==> config.mk <==
export PLATFORM = sky130hd
export DESIGN_NAME = control_unit
export DESIGN_NICKNAME = d
export VERILOG_FILES = /design/src/rtl/control_unit.sv
export SDC_FILE = /design/constraint.sdc
export NUM_CORES = 1
export LEC_CHECK = 0
export ABC_AREA = 1
export ABC_CLOCK_PERIOD_IN_PS = 1000
export BUFFER_PORTS_ARGS = -buffer_cell sky130_fd_sc_hd__buf_2
export CORE_AREA = 3 3 40 42
export CTS_CLUSTER_SIZE = 30
export DETAILED_ROUTE_END_ITERATION = 8
export DIE_AREA = 0 0 43 45
export GPL_TIMING_DRIVEN = 0
export SLEW_MARGIN = 20
export SYNTH_ARGS = -nofsm -noshare
export SYNTH_HDL_FRONTEND = slang
export SYNTH_SLANG_ARGS = --single-unit
export TNS_END_PERCENT = 10
==> constraint.sdc <==
create_clock -name in_clk -period 1 [get_ports in_clk]
set_clock_uncertainty 0.2 [all_clocks]
set_input_delay 0.2 -clock in_clk [delete_from_list [all_inputs] [get_ports in_clk]]
set_output_delay 0.2 -clock in_clk [all_outputs]
set_load 0.005 [all_outputs]
==> src/rtl/control_unit.sv <==
// Instruction decoder: combinational decode of opcode into a registered control word.
// Optional macro CU_COND_JUMP_EN adds carry/zero flag inputs and the JC/JZ instructions.
module control_unit (
   input  logic       in_clk,
   input  logic       in_reset,
   input  logic [7:0] opcode,
`ifdef CU_COND_JUMP_EN
   input  logic       carry_CU,
   input  logic       zero_CU,
`endif
   output logic [2:0] f_CU,
   output logic [1:0] B_sel_CU,
   output logic       write_a_CU,
   output logic       write_b_CU,
   output logic       write_o_CU,
   output logic       write_cz_CU,
   output logic       PC_sel_CU,
   output logic       write_pc_CU
);

   typedef struct packed {
      logic [2:0] f;
      logic [1:0] b_sel;
      logic       write_a;
      logic       write_b;
      logic       write_o;
      logic       write_cz;
      logic       pc_sel;
      logic       write_pc;
   } ctrl_t;

   localparam ctrl_t NOP_WORD = '0;

   ctrl_t decoded;
   ctrl_t ctrl_q;

   always_comb begin
      decoded = NOP_WORD;
      case (opcode[7:4])
         4'b0100: begin
            decoded.b_sel    = 2'b01;
            decoded.write_a  = 1'b1;
            decoded.write_cz = 1'b1;
            decoded.write_pc = 1'b1;
         end
         4'b0101: begin
            if (opcode[3:0] == 4'b0000) begin
               decoded.b_sel    = 2'b11;
               decoded.write_a  = 1'b1;
               decoded.write_cz = 1'b1;
               decoded.write_pc = 1'b1;
            end else if (opcode[3:0] == 4'b0001) begin
               decoded.write_o  = 1'b1;
               decoded.write_cz = 1'b1;
               decoded.write_pc = 1'b1;
            end
         end
         4'b0110: begin
            if (opcode[3:0] == 4'b0000) begin
               decoded.f        = 3'b001;
               decoded.write_b  = 1'b1;
               decoded.write_cz = 1'b1;
               decoded.write_pc = 1'b1;
            end
         end
         4'b1000, 4'b1010, 4'b1011, 4'b1100, 4'b1101: begin
            // ALU ops 1000..1101 map to f = 010..111, i.e. low three opcode bits plus two
            decoded.f        = opcode[6:4] + 3'd2;
            decoded.write_a  = 1'b1;
            decoded.write_cz = 1'b1;
            decoded.write_pc = 1'b1;
         end
         4'b1001: begin
            decoded.f        = 3'b011;
            decoded.write_b  = 1'b1;
            decoded.write_cz = 1'b1;
            decoded.write_pc = 1'b1;
         end
         4'b1110: begin
            decoded.pc_sel   = 1'b1;
            decoded.write_pc = 1'b1;
         end
`ifdef CU_COND_JUMP_EN
         4'b1111: begin
            if (opcode[3:0] == 4'b0000) begin
               decoded.pc_sel   = carry_CU;
               decoded.write_pc = 1'b1;
            end else if (opcode[3:0] == 4'b0001) begin
               decoded.pc_sel   = zero_CU;
               decoded.write_pc = 1'b1;
            end
         end
`endif
         default: decoded = NOP_WORD;
      endcase
   end

   always_ff @(posedge in_clk or posedge in_reset) begin
      if (in_reset) begin
         ctrl_q <= NOP_WORD;
      end else begin
         ctrl_q <= decoded;
      end
   end

   assign f_CU        = ctrl_q.f;
   assign B_sel_CU    = ctrl_q.b_sel;
   assign write_a_CU  = ctrl_q.write_a;
   assign write_b_CU  = ctrl_q.write_b;
   assign write_o_CU  = ctrl_q.write_o;
   assign write_cz_CU = ctrl_q.write_cz;
   assign PC_sel_CU   = ctrl_q.pc_sel;
   assign write_pc_CU = ctrl_q.write_pc;

endmodule

**Yosys cells after proc, flatten, opt, wreduce, memory -nomap -nowiden**

Cells that the tools add are included.

- Logic and storage cells: 41
- Register bits after elaboration: 11
- Input port bits: 10

- Mux-type cells: 16
- Equality and inequality tests: 11
- Add/subtract/negate cells: 1
- Reductions and logical operators: 5

Operators by type and width:

| operator | number |
|---|---|
| $eq A4 B4 Y1 const B | 7 |
| $eq A4 B3 Y1 const B | 3 |
| $pmux W3 S3 | 1 |
| $mux W1 | 8 |
| $reduce_or A8 Y1 | 1 |
| $reduce_or A7 Y1 | 1 |
| $pmux W1 S3 | 2 |
| $reduce_or A6 Y1 | 1 |
| $reduce_or A5 Y1 | 1 |
| $eq A4 B1 Y1 const B | 1 |
| $logic_not A4 Y1 | 1 |
| $pmux W1 S2 | 2 |
| $pmux W2 S2 | 1 |
| $add A3 B2 Y3 const B | 1 |
| $mux W3 | 1 |
| $mux W2 | 1 |

**Depth between registers and ports, before layout**

Gate-level depths: netlist of run 1.

- Depth after elaboration: 4
- Depth in mapped cells: 6
- Gate-level depth less buffers: 6

**Least setup slack after synthesis of run 1**

Ideal clock, no wire load.

- Kind: input to register
- From: in opcode[7]
- To: reg ctrl_q (netlist bit write_cz_CU)
- Buffers on the path: 0
- Arrival: 0.576 ns
- Required time: 0.672 ns
- Cell stages on the path: 5
- Slack: 0.096 ns
- Path through: inv_1 -> nand2_1 -> nor2_2 -> nor2_1 -> nand3_1

RTL lines:

| what | RTL line | RTL |
|---|---|---|
| start: declaration | 6 | `input logic [7:0] opcode,` |
| end signal: assignment | 102 | `ctrl_q <= decoded;` |
| end: declaration | 35 | `ctrl_t ctrl_q;` |

**Worst setup path after layout of run 1**

- From: reg ctrl_q (netlist bit B_sel_CU[1])
- To: out B_sel_CU[1]

RTL lines:

| what | RTL line | RTL |
|---|---|---|
| end: declaration | 12 | `output logic [1:0] B_sel_CU,` |

No word-level cell between the ends.

==> results summary, run 1 <==
Counting every net in the synthesized netlist gives 62. The fraction of the yosys area taken by sequential cells is between 50% and 60%. The area of the die is just under 0.002 mm^2. Using the TritonRoute via totals, the vias-per-cell ratio works out to 4.109.

The clock period minus final worst setup slack is 1.127 ns. The synthesized instance count is 52. The number of port buffers came out at 20. The initial core utilization is 36.51%. The critical path is of the reg2out type. The overall via count from detail_route is between 300 and 400.

Synthesis inferred 11 register bits. Global routing used 8.284% of the available tracks. The run finished, with violations left. The worst path uses 112.7% of the clock period. The distinct cell type count of the synthesized netlist came out at 13. At the end of routability-driven placement, the weighted congestion stood at between 0.7 and 0.8.

The number of antenna violations at the first check in global routing is 0. The checks that failed: negative hold slack, negative setup slack. In this run, the number of DRC markers left after iteration 0 of detailed routing was 7. The remaining routing DRC violations came out at 0.

The highest-utilization routing layer at the global route stage is met2. The maximum count of clock buffers along a single path came out at 2. The biggest cell delay along the critical path came out at 0.36 ns. Buffers inserted to repair hold after CTS numbered 1. The total power density per cell area is 1366 mW/mm^2. The synthesis-to-layout area growth came out at 33.87%. The met2 track utilization from global routing came out at 11.68%.

In this run the number of H-tree levels came out at 1. The detailed placement HPWL came out at 617 um. The height of the chip is around 45 um. For this design, the slowest cell found on the critical path is dfrtp_1.

The final hold violation count came out at 2. The worst supply voltage drop on vdd came out at 431.0 uV. The number of antenna diodes in the final layout is 0. The setup-violating endpoint count in the final report is 11.

For this run, global-route usage on met1 was measured as 10.83%. The first-pass iteration count of the detailed router came out at 4. The relative slew slack came out at a little under nine tenths.

The number of clock buffers inserted by TritonCTS is 3. The area of the placeable core is 0.001285 mm^2. The total number of yosys warnings came out at 0. STA classifies the critical path endpoint as a primary output.

The static leakage is 0.3736 nW. The count of final max-slew check failures is 0. Wires add up to 726 um.

The first global-routing pass estimated between 1000 and 1500 um of wire. Entering global routing, the biggest net connects 12 pins. For this run, global-route usage on met3 was measured as 1.594%. The total number of placement rows is 13. The netlist area before placement is 469.2 um^2.

The register area came out at 275.3 um^2. The number of filler instances in the final layout came out at 130. The post-route total power is 0.0008578 W. Once routing completed, OpenROAD measured the worst setup slack at -0.1269 ns. The area occupied by multi-input gates came out at between 150 and 200 um^2. The top achievable clock speed is 0.8874 GHz. The clock input transition at the sequential cells of the worst setup and hold paths is 0.06 ns. The synthesized area per cell is roughly 9 um^2. The required time at the endpoint of the critical path is 0.60 ns. The via count of the first global-routing pass is 306. Setup repair after global routing could not meet its margin everywhere.

The TritonCTS clock tree is yes. Traced cell by cell, the critical path runs through buf_2. The overflow left after global routing is 0. Final hold analysis gives a worst-case slack of -0.02110 ns. Pin placement for this block handled 21 I/O pins. Along the worst path, the maximum fanout reaches 1. The worst path arrival time came out at 0.73 ns. At the pin with the least slew margin, the transition time is 0.2243 ns. On the critical path the largest part of the delay comes from flip-flops. CTS placed an instance of clkbuf_4 at the clock tree root.

The width of the chip came out at 43 um. The sink count of the clock tree is 11. The proportion of layout cells with a drive suffix above 1 came out at 48.05%. Together, buffers and inverters on the worst path number 1. In this run the remaining antenna-violating nets after routing total 0.

The worst min-delay path class is in2reg. The total of max-cap violations is 0. In the final routed layout, each cell accounts on average for 7.891 um. The final-stage net count is 88.

STA classifies the critical path startpoint as a register.
## logic make-up (layout without fill, tap and decap cells)
group / count (synthesis) / count (layout) / share of synthesized area, %
buf+inv: 9 / 34 / 7.199
simple gates: 29 / 29 / 29.34
compound gates: 3 / 3 / 4.800
flops: 11 / 11 / 58.67
## cells in the mapped netlist
master   instances  area share, %
inv_1            5            4.0
inv_2            4            3.2
o21ai_2          1            1.9
dfrtp_1         11             59
nand3_2          1            2.1
nor2_2           3            4.0
nand3_1          4            4.3
a31o_2           1            1.9
nor2_1           7            5.6
nand2_1          9            7.2
a21oi_1          1            1.1
nand2_2          3            4.0
nor3_1           2            2.1
## final timing paths
path | from | to | slack, ns | cells after the start
worst max-delay path | B_sel_CU[1]$_DFF_PP0_ | B_sel_CU[1] | -0.13 | 1
worst min-delay path | opcode[5] | f_CU[1]$_DFF_PP0_ | -0.02 | 2
max in group asynchronous | in_reset | f_CU[2]$_DFF_PP0_ | 0.21 | 3
min in group asynchronous | in_reset | B_sel_CU[1]$_DFF_PP0_ | 0.22 | 3
## state kept, by name, indices dropped and copies added, names as in the netlist
signal       cells
B_sel_CU         2
PC_sel_CU        1
f_CU             3
write_a_CU       1
write_b_CU       1
write_cz_CU      1
write_o_CU       1
write_pc_CU      1
## power breakdown
group          switching (W)  internal [W]
Clock               0.000121      0.000153
Combinational      0.0000658     0.0000494
Sequential        0.00000340      0.000465
## layer usage
| metal | vias to the layer above | routed length, um |
|---|---|---|
| li1 | 211 | - |
| met3 | 2 | 82 |
| met4 | 0 | 17 |
| met2 | 18 | 289 |
| met1 | 147 | 337 |
| met5 | - | 0 |
## layout make-up
class,instances,share of cell area (%)
Multi-Input combinational cell,32,25.50
Tap cell,15,2.988
Timing Repair Buffer,21,17.53
Sequential cell,11,43.82
Clock buffer,4,4.183
Inverter,9,5.976
## what timing repair did
action                                  4_1_cts  5_1_grt
resized for setup                             0        1
buffers inserted                              0        0
endpoints found under the setup margin       11       22
endpoints found under the hold margin        13        1
## metrics by stage
step	std cells	TNS [ns]	instance area [um^2]	setup WS, ns	util, %
floorplan	52	0	469.2	0.09553	-
global placement	87	-0.4619	588.1	-0.1108	45.76
detailed placement	87	-0.4886	588.1	-0.1199	45.76
CTS	92	-1.445	624.3	-0.1352	48.59
global route	92	-1.677	628.1	-0.1663	48.88
finish	92	-1.324	628.1	-0.1269	48.88
## placed cells by master (no fill, tap or decap)
| cell type | count |
|---|---|
| buf_2 | 20 |
| dfrtp_1 | 11 |
| nand2_1 | 9 |
| nor2_1 | 7 |
| inv_1 | 4 |
| inv_2 | 4 |
| nand3_1 | 4 |
| nand2_2 | 3 |
| nor2_2 | 3 |
| clkbuf_4 | 3 |
| nor3_1 | 2 |
| nand3_2 | 1 |
| a31o_2 | 1 |
| a21oi_1 | 1 |
| o21ai_2 | 1 |
| clkinvlp_4 | 1 |
| clkbuf_1 | 1 |
| dlygate4sd3_1 | 1 |
No activity file was read; power rests on OpenSTA's default activity.
==> inputs of run 2 (changes only) <==
--- a/config.mk
+++ b/config.mk
@@ -5,14 +5,12 @@
 export SDC_FILE = /design/constraint.sdc
 export NUM_CORES = 1
 export LEC_CHECK = 0
-export ABC_AREA = 1
 export ABC_CLOCK_PERIOD_IN_PS = 1000
 export BUFFER_PORTS_ARGS = -buffer_cell sky130_fd_sc_hd__buf_2
 export CORE_AREA = 3 3 40 42
 export CTS_CLUSTER_SIZE = 30
 export DETAILED_ROUTE_END_ITERATION = 8
 export DIE_AREA = 0 0 43 45
-export GPL_TIMING_DRIVEN = 0
 export SLEW_MARGIN = 20
 export SYNTH_ARGS = -nofsm -noshare
 export SYNTH_HDL_FRONTEND = slang
==> run 2 against run 1 <==
Net effect: the flow still finishes with violations (negative hold slack, negative setup slack); die area unchanged; sequential cell count unchanged; design area up 17%; via count up 14%; worst setup slack worse by 0.20 ns; first-iteration DRC count down 71%; total power up 7.8%; non-clock buffer count up 12; sequential power about the same; wire length up 28%.
==> results summary, run 2 <==
The master cell of the clock root buffer is clkbuf_4 (unchanged). The total track usage is 11.18% (was 8.284%). The area of the placeable core is 0.001285 mm^2 (unchanged). The maximum count of clock buffers along a single path came out at 2 (unchanged). The count of antenna diodes in the layout came out at 0 (unchanged). The total number of cells along the worst setup path came out at 4 (was 1). The fraction of synthesized cell area taken by the top area cell type is 58.98% (was 58.67%). The count of hold buffers inserted by post-cts repair came out at 1 (unchanged). The number of flip-flops in the largest register came out at 3 (unchanged). The cell type of the slowest stage on the worst timing path was or4_4 (was dfrtp_1).

The number of nets produced by synthesis is 51 (was 62). RSZ-0062 raised after global routing: yes (unchanged). The number of setup buffers added after CTS came to 0 (unchanged).

The worst path arrival time is 1.33 ns (was 0.73 ns). The routed wire length per instance is 10.11 um (was 7.891 um). The fraction of the yosys area taken by sequential cells came out at 58.98% (was 58.67%). The worst-case setup slack after placement is -0.6099 ns (was -0.1199 ns).

The buffering stage count on the worst path with inverters included is 1 (unchanged). The first-pass iteration count of the detailed router is 2 (was 4). The maximum number of pins on one net before global-route repair was 12 (unchanged). The area of all placed cells without fillers came out at 737.0 um^2 (was 628.1 um^2).

The area of the die was 0.001935 mm^2 (unchanged). The area occupied by multi-input gates was 198.9 um^2 (was 160.2 um^2). The clock input transition at the sequential cells of the worst setup and hold paths came out at 0.06 ns (about the same). The number of filler instances in the final layout came out at 123 (was 130).

The startpoint type of the worst setup path is an input pin (was register). The required time at the endpoint of the critical path is 1.00 ns (was 0.60 ns). Run status: finished, violations left (unchanged). The number of antenna violations at the first check in global routing came out at 0 (unchanged). The sink count of the clock tree came out at 11 (unchanged). The number of H-tree levels came out at 1 (unchanged).

Crit-path cells: buf_6 -> or4_4 -> or4_4 -> nand2_1 (was buf_2). The routability congestion estimate from global placement came out at 0.7913 (was 0.7312). The number of port buffers is 20 (unchanged). Failing checks: negative hold slack, negative setup slack (unchanged). The worst min-delay path class is in2reg (unchanged). The final-stage net count is 88 (unchanged). The worst hold margin came out at -0.05935 ns (was -0.02110 ns). The critical path capture point is write_b_CU$_DFF_PP0_ (was B_sel_CU[1]). The cell total after placement came out at 87 (unchanged).

The number of antenna-violating nets in the routed design is 0 (unchanged). The top flip-flop cell by instance count after synthesis is dfrtp_1 (unchanged). The total power density per cell area is 1254 mW/mm^2 (was 1366 mW/mm^2). The cell type with the highest aggregate area in the netlist is dfrtp_1 (unchanged).

The synthesis-to-layout area growth came to 57.91% (was 33.87%). The count of state elements after synthesis is 11 (unchanged). Most used standard cells in the synthesized netlist: 11 x dfrtp_1, 4 x nand2_1, 3 x a21oi_1, 3 x nor2b_1 (was 11 x dfrtp_1, 9 x nand2_1, 7 x nor2_1, 5 x inv_1).

The TritonCTS clock tree was yes (unchanged). The height of the chip is 45 um (unchanged). The count of final max-slew check failures came out at 0 (unchanged). The total of max-cap violations came to 0 (unchanged).

The proportion of register bits with asynchronous set or reset after synthesis came out at 100.0% (unchanged). The static leakage came out at 0.3910 nW (was 0.3736 nW). Top cells by area in the synthesized netlist: dfrtp_1 59%, or4_4 4.8%, nor2b_1 4.0% (was dfrtp_1 59%, nand2_1 7.2%, nor2_1 5.6%).

The overflow left after global routing is 0 (unchanged). The maximum net fanout on the critical path is 3 (was 1). The most used standard cell by instance count after synthesis is dfrtp_1 (unchanged). The overall via count from detail_route came to 432 (was 378). The category of the critical setup timing path was in2reg (was reg2out). The detailed router's first-iteration violation count is 2 (was 7). The critical path launch point is opcode[1] (was B_sel_CU[1]$_DFF_PP0_). The biggest cell delay along the critical path was 0.53 ns (was 0.36 ns). The distinct cell type count of the synthesized netlist is 21 (was 13).

The clock period minus final worst setup slack is 1.328 ns (was 1.127 ns). Commonest cells after routing, fill and taps aside: 19 x buf_2, 12 x buf_4, 11 x dfrtp_1, 4 x nand2_1 (was 20 x buf_2, 11 x dfrtp_1, 9 x nand2_1, 7 x nor2_1). The average via count per standard cell came out at 4.696 (was 4.109).

The width of the chip is 43 um (unchanged). The total number of placement rows is 13 (unchanged). The total routed wirelength is 930 um (was 726 um). The netlist area before placement came to 466.7 um^2 (was 469.2 um^2).

The proportion of layout cells with a drive suffix above 1 came to 54.55% (was 48.05%). The share of the clock period used by the worst path after layout is 132.8% (was 112.7%). The initial core utilization came out at 36.32% (was 36.51%). The first-pass GRT wire length came out at 1614 um (was 1207 um). The number of top-level design ports is 21 (unchanged). The synthesized instance count came out at 41 (was 52). The relative slew slack came out at 76.91% (was 85.02%). The aggregate negative setup slack is -2.618 ns (was -1.324 ns). The remaining routing DRC violations is 0 (unchanged). The via count of the first global-routing pass is 393 (was 306). The number of clock buffers inserted by TritonCTS is 3 (unchanged). The gate family responsible for the most delay along the worst path is simple AND/OR/NAND/NOR gates (was flip-flops). Counting stages on the worst path, the most repeated cell is or4_4. The total number of yosys warnings came out at 0 (unchanged).

The nature of the critical path endpoint is a register (was primary output). The register area is 275.3 um^2 (unchanged). The post-detailed-placement cell area came out at 664.4 um^2 (was 588.1 um^2). The setup-violating endpoint count in the final report was 17 (was 11).

The post-layout instance count excluding filler cells came to 92 (unchanged). The number of cells on the worst hold path is 2 (unchanged). The final hold violation count is 1 (was 2).

The transition time of the tightest slew-check pin is 0.3376 ns (was 0.2243 ns). The number of synthesized flops with an enable pin came out at 0 (unchanged). The top achievable clock speed is 0.7530 GHz (was 0.8874 GHz).

The worst setup margin was -0.3281 ns (was -0.1269 ns). The worst supply voltage drop on vdd is 525.5 uV (was 431.0 uV). The most common cell after layout, fill and taps aside is buf_2 (unchanged). The synthesized area per cell came out at 11.38 um^2 (was 9.023 um^2).
==> run 2: layout make-up <==
cell class / count / share of cell area, %
timing repair buffer: 33 / 28.01
tap: 15 / 2.547
inverter: 2 / 1.528
clock buffer: 4 / 3.565
multi-input combinational: 27 / 26.99
sequential: 11 / 37.35
==> run 2: worst min-delay path by stage <==
| stage | from | endpoint |
|---|---|---|
| floorplan | in_reset | B_sel_CU[0]$_DFF_PP0_ |
| global placement | in_reset | f_CU[1]$_DFF_PP0_ |
| detailed placement | in_reset | f_CU[1]$_DFF_PP0_ |
| CTS | opcode[5] | B_sel_CU[0]$_DFF_PP0_ |
| global route | opcode[5] | B_sel_CU[0]$_DFF_PP0_ |
| finish | opcode[5] | B_sel_CU[0]$_DFF_PP0_ |
==> run 2: power breakdown <==
part           total, W  leakage (nW)  switching [W]  internal [W]
logic          0.000169         0.232      0.0000788     0.0000907
registers      0.000470         0.144     0.00000422      0.000466
clock network  0.000285        0.0150       0.000131      0.000154
total          0.000924         0.391       0.000214      0.000711
==> run 2: per-stage QoR <==
stage / total power, W / hold WS (ns) / util, %
global route: 0.0009744 / -0.06051 / 57.35
detailed placement: 0.0006290 / -0.002115 / 51.70
floorplan: 0.0005380 / -0.1476 / -
global placement: 0.0006285 / 0.00006140 / 51.70
finish: 0.0009245 / -0.05935 / 57.35
CTS: 0.0009182 / -0.06456 / 55.50
==> run 2: repair_timing <==
item / in CTS / in global routing
pin swaps: 1 / 1
hold endpoints to repair: 12 / 1
endpoints found under the setup margin: 17 / 29
resized for setup: 2 / 5
==> run 2: cells by family after synthesis <==
kind of cell           Yosys count  synth area share [%]
XOR/XNOR                         1                 1.877
flip-flops                      11                 58.98
AO/OA/AOI/OAI                    8                 10.99
buffers and inverters            3                 4.022
AND/OR/NAND/NOR                 18                 24.13
==> run 2: routing by layer <==
layer / vias to the layer above / global-route usage [%] / wire length, um
met5: - / 0 / 0
li1: 221 / - / -
met2: 22 / 17.66 / 392
met1: 187 / 14.43 / 418
met3: 2 / 2.789 / 99
met4: 0 / 5.422 / 19
